`src/rtl/spi_pkg.sv`:
```
// Shared SPI definitions: frame FSM encoding and byte-layout constants,
// used by both the SPI master controller and the SPI target.
package spi_pkg;

    typedef enum logic [1:0] {
        ST_IDLE = 2'd0,
        ST_ADDR = 2'd1,
        ST_DATA = 2'd2
    } spi_state_e;

    localparam int unsigned CMD_WR_BIT    = 7;
    localparam int unsigned SPI_BYTE_BITS = 8;

endpackage

```
`src/rtl/spi_sync_edge.sv`:
```
// Two-flop synchroniser for an asynchronous pin with single-cycle rise/fall
// pulses derived from the synchronised level.
module spi_sync_edge #(
    parameter logic RST_VAL = 1'b0
) (
    input  logic clk_i,
    input  logic rstn_i,
    input  logic d_i,
    output logic sync_o,
    output logic rise_o,
    output logic fall_o
);

    // [0],[1]: synchroniser stages, [2]: previous synchronised level
    logic [2:0] pipe_q;

    always_ff @(posedge clk_i or negedge rstn_i) begin
        if (!rstn_i) begin
            pipe_q <= {3{RST_VAL}};
        end else begin
            pipe_q <= {pipe_q[1:0], d_i};
        end
    end

    assign sync_o = pipe_q[1];
    assign rise_o = pipe_q[1] & ~pipe_q[2];
    assign fall_o = ~pipe_q[1] & pipe_q[2];

endmodule

```
`src/rtl/spi_slave_regs.sv`:
```
// Mode-0 SPI target with a DEPTH x WIDTH register file, all pins oversampled on pclk_i.
// Optional macro SPI_SLV_STATUS_EN: shifts {err, frame_cnt[6:0]} out on miso during the address byte.
module spi_slave_regs
    import spi_pkg::*;
#(
    parameter int unsigned      WIDTH   = 8,
    parameter int unsigned      DEPTH   = 16,
    parameter logic [WIDTH-1:0] RST_VAL = 8'h00
) (
    input  logic             pclk_i,
    input  logic             prstn_i,
    input  logic             sclk_i,
    input  logic             ssel_i,
    input  logic             mosi_i,
    output logic             miso_o,
    output logic             miso_oe_o,
    output logic             wr_stb_o,
    output logic [WIDTH-2:0] wr_addr_o,
    output logic [WIDTH-1:0] wr_data_o,
    output logic             err_o,
    output logic [7:0]       frame_cnt_o
);

    localparam int unsigned AW = WIDTH - 1;
    localparam int unsigned CW = $clog2(WIDTH);
    localparam int unsigned IW = (DEPTH > 1) ? $clog2(DEPTH) : 1;

    logic sclk_sync_unused, sclk_rise, sclk_fall;
    logic ssel_sync, ssel_rise, ssel_fall;
    logic mosi_sync, mosi_rise_unused, mosi_fall_unused;

    spi_sync_edge #(.RST_VAL(1'b0)) u_sclk_sync (
        .clk_i (pclk_i),
        .rstn_i(prstn_i),
        .d_i   (sclk_i),
        .sync_o(sclk_sync_unused),
        .rise_o(sclk_rise),
        .fall_o(sclk_fall)
    );

    // ssel idles high, so its synchroniser resets high to avoid a false fall
    spi_sync_edge #(.RST_VAL(1'b1)) u_ssel_sync (
        .clk_i (pclk_i),
        .rstn_i(prstn_i),
        .d_i   (ssel_i),
        .sync_o(ssel_sync),
        .rise_o(ssel_rise),
        .fall_o(ssel_fall)
    );

    spi_sync_edge #(.RST_VAL(1'b0)) u_mosi_sync (
        .clk_i (pclk_i),
        .rstn_i(prstn_i),
        .d_i   (mosi_i),
        .sync_o(mosi_sync),
        .rise_o(mosi_rise_unused),
        .fall_o(mosi_fall_unused)
    );

    spi_state_e       state_q;
    logic [CW-1:0]    bit_cnt_q;
    logic [WIDTH-2:0] shift_in_q;
    logic [WIDTH-1:0] shift_out_q;
    logic             cmd_q;
    logic [AW-1:0]    addr_q;
    logic             byte_done_q;
    logic             load_q;
    logic             wr_stb_q;
    logic [AW-1:0]    wr_addr_q;
    logic [WIDTH-1:0] wr_data_q;
    logic             err_q;
    logic [7:0]       frame_cnt_q;
    logic [WIDTH-1:0] mem_q [DEPTH];

`ifdef SPI_SLV_STATUS_EN
    logic [SPI_BYTE_BITS-1:0] status_q;
`endif

    logic [WIDTH-1:0] byte_in;
    logic             byte_last;
    logic             addr_ok;
    logic [AW-1:0]    addr_inc;
    logic             mem_we;

    assign byte_in   = {shift_in_q, mosi_sync};
    assign byte_last = (bit_cnt_q == CW'(WIDTH - 1));
    assign addr_ok   = (32'(addr_q) < DEPTH);
    assign addr_inc  = AW'((32'(addr_q) + 32'd1) % DEPTH);
    assign mem_we    = (state_q == ST_DATA) && sclk_rise && !ssel_rise
                       && byte_last && cmd_q && addr_ok;

    always_ff @(posedge pclk_i or negedge prstn_i) begin
        if (!prstn_i) begin
            for (int i = 0; i < DEPTH; i++) begin
                mem_q[i] <= RST_VAL;
            end
        end else if (mem_we) begin
            mem_q[addr_q[IW-1:0]] <= byte_in;
        end
    end

    always_ff @(posedge pclk_i or negedge prstn_i) begin
        if (!prstn_i) begin
            state_q     <= ST_IDLE;
            bit_cnt_q   <= '0;
            shift_in_q  <= '0;
            shift_out_q <= '0;
            cmd_q       <= 1'b0;
            addr_q      <= '0;
            byte_done_q <= 1'b0;
            load_q      <= 1'b0;
            wr_stb_q    <= 1'b0;
            wr_addr_q   <= '0;
            wr_data_q   <= '0;
            err_q       <= 1'b0;
            frame_cnt_q <= '0;
`ifdef SPI_SLV_STATUS_EN
            status_q    <= '0;
`endif
        end else begin
            wr_stb_q <= 1'b0;
            // ssel rise ends the frame and masks any sclk edge in the same cycle
            if (ssel_rise) begin
                state_q <= ST_IDLE;
                load_q  <= 1'b0;
                if (state_q != ST_IDLE && bit_cnt_q != '0) begin
                    err_q <= 1'b1;
                end
                if (state_q == ST_DATA && byte_done_q) begin
                    frame_cnt_q <= frame_cnt_q + 8'd1;
                end
            end else begin
                case (state_q)
                    ST_IDLE: begin
                        if (ssel_fall) begin
                            state_q     <= ST_ADDR;
                            bit_cnt_q   <= '0;
                            byte_done_q <= 1'b0;
                            load_q      <= 1'b0;
                            shift_out_q <= '0;
`ifdef SPI_SLV_STATUS_EN
                            status_q    <= {err_q, frame_cnt_q[6:0]};
`endif
                        end
                    end
                    ST_ADDR: begin
                        if (sclk_rise) begin
                            shift_in_q <= byte_in[WIDTH-2:0];
                            bit_cnt_q  <= bit_cnt_q + CW'(1);
                            if (byte_last) begin
                                bit_cnt_q <= '0;
                                cmd_q     <= byte_in[CMD_WR_BIT];
                                addr_q    <= byte_in[AW-1:0];
                                load_q    <= 1'b1;
                                state_q   <= ST_DATA;
                            end
                        end
`ifdef SPI_SLV_STATUS_EN
                        if (sclk_fall) begin
                            status_q <= {status_q[SPI_BYTE_BITS-2:0], 1'b0};
                        end
`endif
                    end
                    ST_DATA: begin
                        if (sclk_rise) begin
                            shift_in_q <= byte_in[WIDTH-2:0];
                            bit_cnt_q  <= bit_cnt_q + CW'(1);
                            if (byte_last) begin
                                bit_cnt_q   <= '0;
                                byte_done_q <= 1'b1;
                                addr_q      <= addr_inc;
                                load_q      <= 1'b1;
                                if (cmd_q) begin
                                    if (addr_ok) begin
                                        wr_stb_q  <= 1'b1;
                                        wr_addr_q <= addr_q;
                                        wr_data_q <= byte_in;
                                    end else begin
                                        err_q <= 1'b1;
                                    end
                                end
                            end
                        end else if (sclk_fall) begin
                            // first fall of each byte reloads from the current address
                            if (load_q) begin
                                load_q      <= 1'b0;
                                shift_out_q <= addr_ok ? mem_q[addr_q[IW-1:0]] : '0;
                                if (!addr_ok && !cmd_q) begin
                                    err_q <= 1'b1;
                                end
                            end else begin
                                shift_out_q <= {shift_out_q[WIDTH-2:0], 1'b0};
                            end
                        end
                    end
                    default: state_q <= ST_IDLE;
                endcase
            end
        end
    end

    always_comb begin
        miso_o = 1'b0;
        if (state_q == ST_DATA && !cmd_q) begin
            miso_o = shift_out_q[WIDTH-1];
        end
`ifdef SPI_SLV_STATUS_EN
        if (state_q == ST_ADDR) begin
            miso_o = status_q[SPI_BYTE_BITS-1];
        end
`endif
    end

    assign miso_oe_o   = ~ssel_sync;
    assign wr_stb_o    = wr_stb_q;
    assign wr_addr_o   = wr_addr_q;
    assign wr_data_o   = wr_data_q;
    assign err_o       = err_q;
    assign frame_cnt_o = frame_cnt_q;

endmodule

```
`config.mk`:
```
export PLATFORM = sky130hd
export DESIGN_NAME = spi_slave_regs
export DESIGN_NICKNAME = d
export VERILOG_FILES = /design/src/rtl/spi_pkg.sv /design/src/rtl/spi_sync_edge.sv /design/src/rtl/spi_slave_regs.sv
export SDC_FILE = /design/constraint.sdc
export NUM_CORES = 1
export LEC_CHECK = 0
export ABC_AREA = 1
export BUFFER_PORTS_ARGS = -buffer_cell sky130_fd_sc_hd__buf_2
export CORE_MARGIN = 1
export CORE_UTILIZATION = 50
export DETAILED_ROUTE_END_ITERATION = 12
export GPL_TIMING_DRIVEN = 0
export PLACE_DENSITY = 0.67
export SLEW_MARGIN = 20
export SYNTH_ARGS = -nofsm -noshare
export SYNTH_HDL_FRONTEND = slang
export SYNTH_HIERARCHICAL = 1
export SYNTH_SLANG_ARGS = --single-unit
```
`constraint.sdc`:
```
create_clock -name pclk_i -period 2.3 [get_ports pclk_i]
set_input_delay 0.23 -clock pclk_i [delete_from_list [all_inputs] [get_ports pclk_i]]
set_output_delay 0.23 -clock pclk_i [all_outputs]
set_load 0.02 [all_outputs]
```
==> flow_metrics.env <==
export IMPL_status="complete, no violations"
export IMPL_dr_total_vias=6974
export IMPL_grt_max_degree=77
export IMPL_finalMaxSlewViolations=0
export IMPL_hold_viol=0
export IMPL_grt_pass1_vias=6697
export IMPL_cts_sinks=191
export IMPL_arrival_ns=2.43
export IMPL_synth_warning_count=6
export IMPL_p_sw_share_pct=31.55
export IMPL_synthToLayoutAreaGrowth_pct=12.95
export IMPL_power_w=0.007787
export IMPL_fmax_ghz=0.4672
export IMPL_grt_pass1_wl_um=35620
export IMPL_finalSetupViolCount=0
export IMPL_cts_root_buf="clkbuf_16"
export IMPL_cts_buffers=17
export IMPL_grt_overflow=0
export IMPL_holdCritPathClass="in -> async"
export IMPL_pwr_share_comb_pct=17.5
export IMPL_gp_congestion=0.8780
export IMPL_place_inst=1255
export IMPL_start_util_pct=51.87
export IMPL_path_clk_slew_ns=0.07
export IMPL_placementRows=47
export IMPL_p_leak_nw=4.861
export IMPL_worstMarginPinSlew_ns=0.7736
export IMPL_end_kind="flip-flop"
export IMPL_cts_tree="yes"
export IMPL_finalNetCount=1074
export IMPL_worst_ir_drop_vdd_mv=0.5913
export IMPL_fin_cells=1290
export IMPL_n_antenna_cell=0
export IMPL_syn_inst=1002
export IMPL_reg2reg_from="bit_cnt_q[1]"
export IMPL_start_kind="flip-flop"
export IMPL_power_density_nw_per_um2=790.2
export IMPL_syn_area_um2=8725
export IMPL_viasPerCell=5.406
export IMPL_antenna_found_initial=0
export IMPL_crit_type="reg -> reg"
export IMPL_clk_latency_ns=0.44
export IMPL_relSlewSlack_pct=48.43
export IMPL_p_clk_share_pct=36.8
export IMPL_avgSynthCellArea_um2=8.707
export IMPL_hpwlAfterDp_um=15360
export IMPL_period_share_pct=93.06
export IMPL_fp_dieW_um=134.1
export IMPL_post_drt_wl_per_cell_um=17.11
export IMPL_fin_util_pct=58.59
export IMPL_worstPathRequired_ns=2.59
export IMPL_p_sw_w=0.002457
export IMPL_crit_fanout=10
export IMPL_ant_nets=0
export IMPL_synth_fp_nets=1019
export IMPL_rr_endpoint="mem_q[29]"
export IMPL_drive_gt1_share_pct=12.24
export IMPL_r2r_cells=13
export IMPL_drtIter0Drc=629
export IMPL_fin_skew_ns=0.005664
export IMPL_intPower_w=0.005330
export IMPL_layout_min_cycle_time_ns=2.140
export IMPL_coreArea_um2=16820
export IMPL_rrSetupSlack_ns=0.16
export IMPL_htreeDepth=4
export IMPL_post_route_drc_count=0
export IMPL_fillers=1521
export IMPL_die_h_um=134.1
export IMPL_cap_violations=0
export IMPL_dieArea_um2=17980
export IMPL_ios=32
export IMPL_drt_pre_antenna_iters=5
export IMPL_cts_buffer_depth=2
export IMPL_power_frac_seq_pct=45.7
export IMPL_portBuffers=31
export IMPL_grtUsageTotal_pct=26.16
export IMPL_wl_um=22070
==> area by class of cell <==
class	count	area, µm²	area share, %
clock inverters	12	111.4	1.130
repair buffers	37	260.3	2.641
well taps	220	275.3	2.793
inverters	63	236.5	2.400
plain buffers	52	307.8	3.123
flip-flops and latches	191	4783	48.54
clock buffers	20	456.7	4.634
multi-input cells	695	3423	34.74
==> worst max-delay path by stage <==
stage                           to          from  cells past startpoint
floorplan                mem_q[13]    state_q[0]                     13
global placement        mem_q[101]       prstn_i                      1
detailed placement       mem_q[29]     addr_q[0]                     10
CTS                     mem_q[126]    state_q[0]                     13
global route        shift_out_q[4]    state_q[1]                      9
finish                   mem_q[29]  bit_cnt_q[1]                     13
==> power groups by stage <==
stage / clock network [W] / registers (W) / logic [W]
after floorplan: 0 / 0.00360 / 0.000806
after global placement: 0 / 0.00361 / 0.00132
after detailed placement: 0 / 0.00362 / 0.00133
after CTS: 0.00290 / 0.00355 / 0.00135
after global routing: 0.00303 / 0.00357 / 0.00151
final: 0.00287 / 0.00356 / 0.00136
==> critical path: stages, from the launching register on <==
cell	delay (ns)
dfrtp_1	0.39
ha_1	0.16
ha_2	0.21
nand2_1	0.08
inv_1	0.12
nand2_2	0.08
inv_2	0.06
nand3_2	0.10
buf_6	0.20
nor2_8	0.20
nand2_4	0.11
buf_6	0.16
nand2_1	0.06
o21ai_1	0.06
==> layer usage <==
layer | GRT usage, % | wire length [µm] | up-vias
met3 | 4.913 | 1258 | 39
li1 | - | - | 3384
met5 | 0 | 0 | -
met4 | 10.11 | 649 | 0
met2 | 39.87 | 9824 | 226
met1 | 37.13 | 10340 | 3325
==> repair_timing <==
action                                 4_1_cts  5_1_grt
hold buffers                                 4        0
endpoints found under the hold margin       55        0
gates resized for setup                      2        9
setup endpoints to repair                   76      135
buffers inserted                             0        0
==> metrics by stage <==
stage          setup TNS, ns  hold WS [ns]  worst slack [ns]  area [µm²]
6_report                   0        0.2964            0.1596        9854
3_3_place_gp         -408.07        0.3331            -2.168        9155
4_1_cts                    0        0.3081           0.03844        9832
3_5_place_dp          -3.032        0.1811           -0.1306        9220
5_1_grt            -0.003994        0.3267         -0.003994        9854
2_1_floorplan              0      -0.06559            0.4346        8725
==> layout by cell type, fill, tap and decap left out, drive strengths merged <==
master	count
a21oi	6
a22oi	1
a32o	1
and3	1
buf	58
bufinv	1
clkbuf	47
clkinv	8
clkinvlp	3
dfrtp	188
dfstp	3
dlygate4sd3	4
ha	12
inv	63
mux2	1
nand2	281
nand3	21
nand4	1
nor2	101
nor3	4
o2111ai	1
o211ai	2
o21ai	221
o21bai	6
o221ai	1
o22ai	26
xnor2	2
xor2	6
==> flip-flops by register name, summed over array words and instances (netlist names), 2 cells and up <==
name and flops:
shift_in_q 7, frame_cnt_o 8, state_q 2, wr_addr_o 7, shift_out_q 8, u_sclk_sync/pipe_q 3, mem_q 128, bit_cnt_q 3
u_mosi_sync/pipe_q 2, u_ssel_sync/pipe_q 3, addr_q 7, wr_data_o 8
No activity file was read; power rests on OpenSTA's default activity.
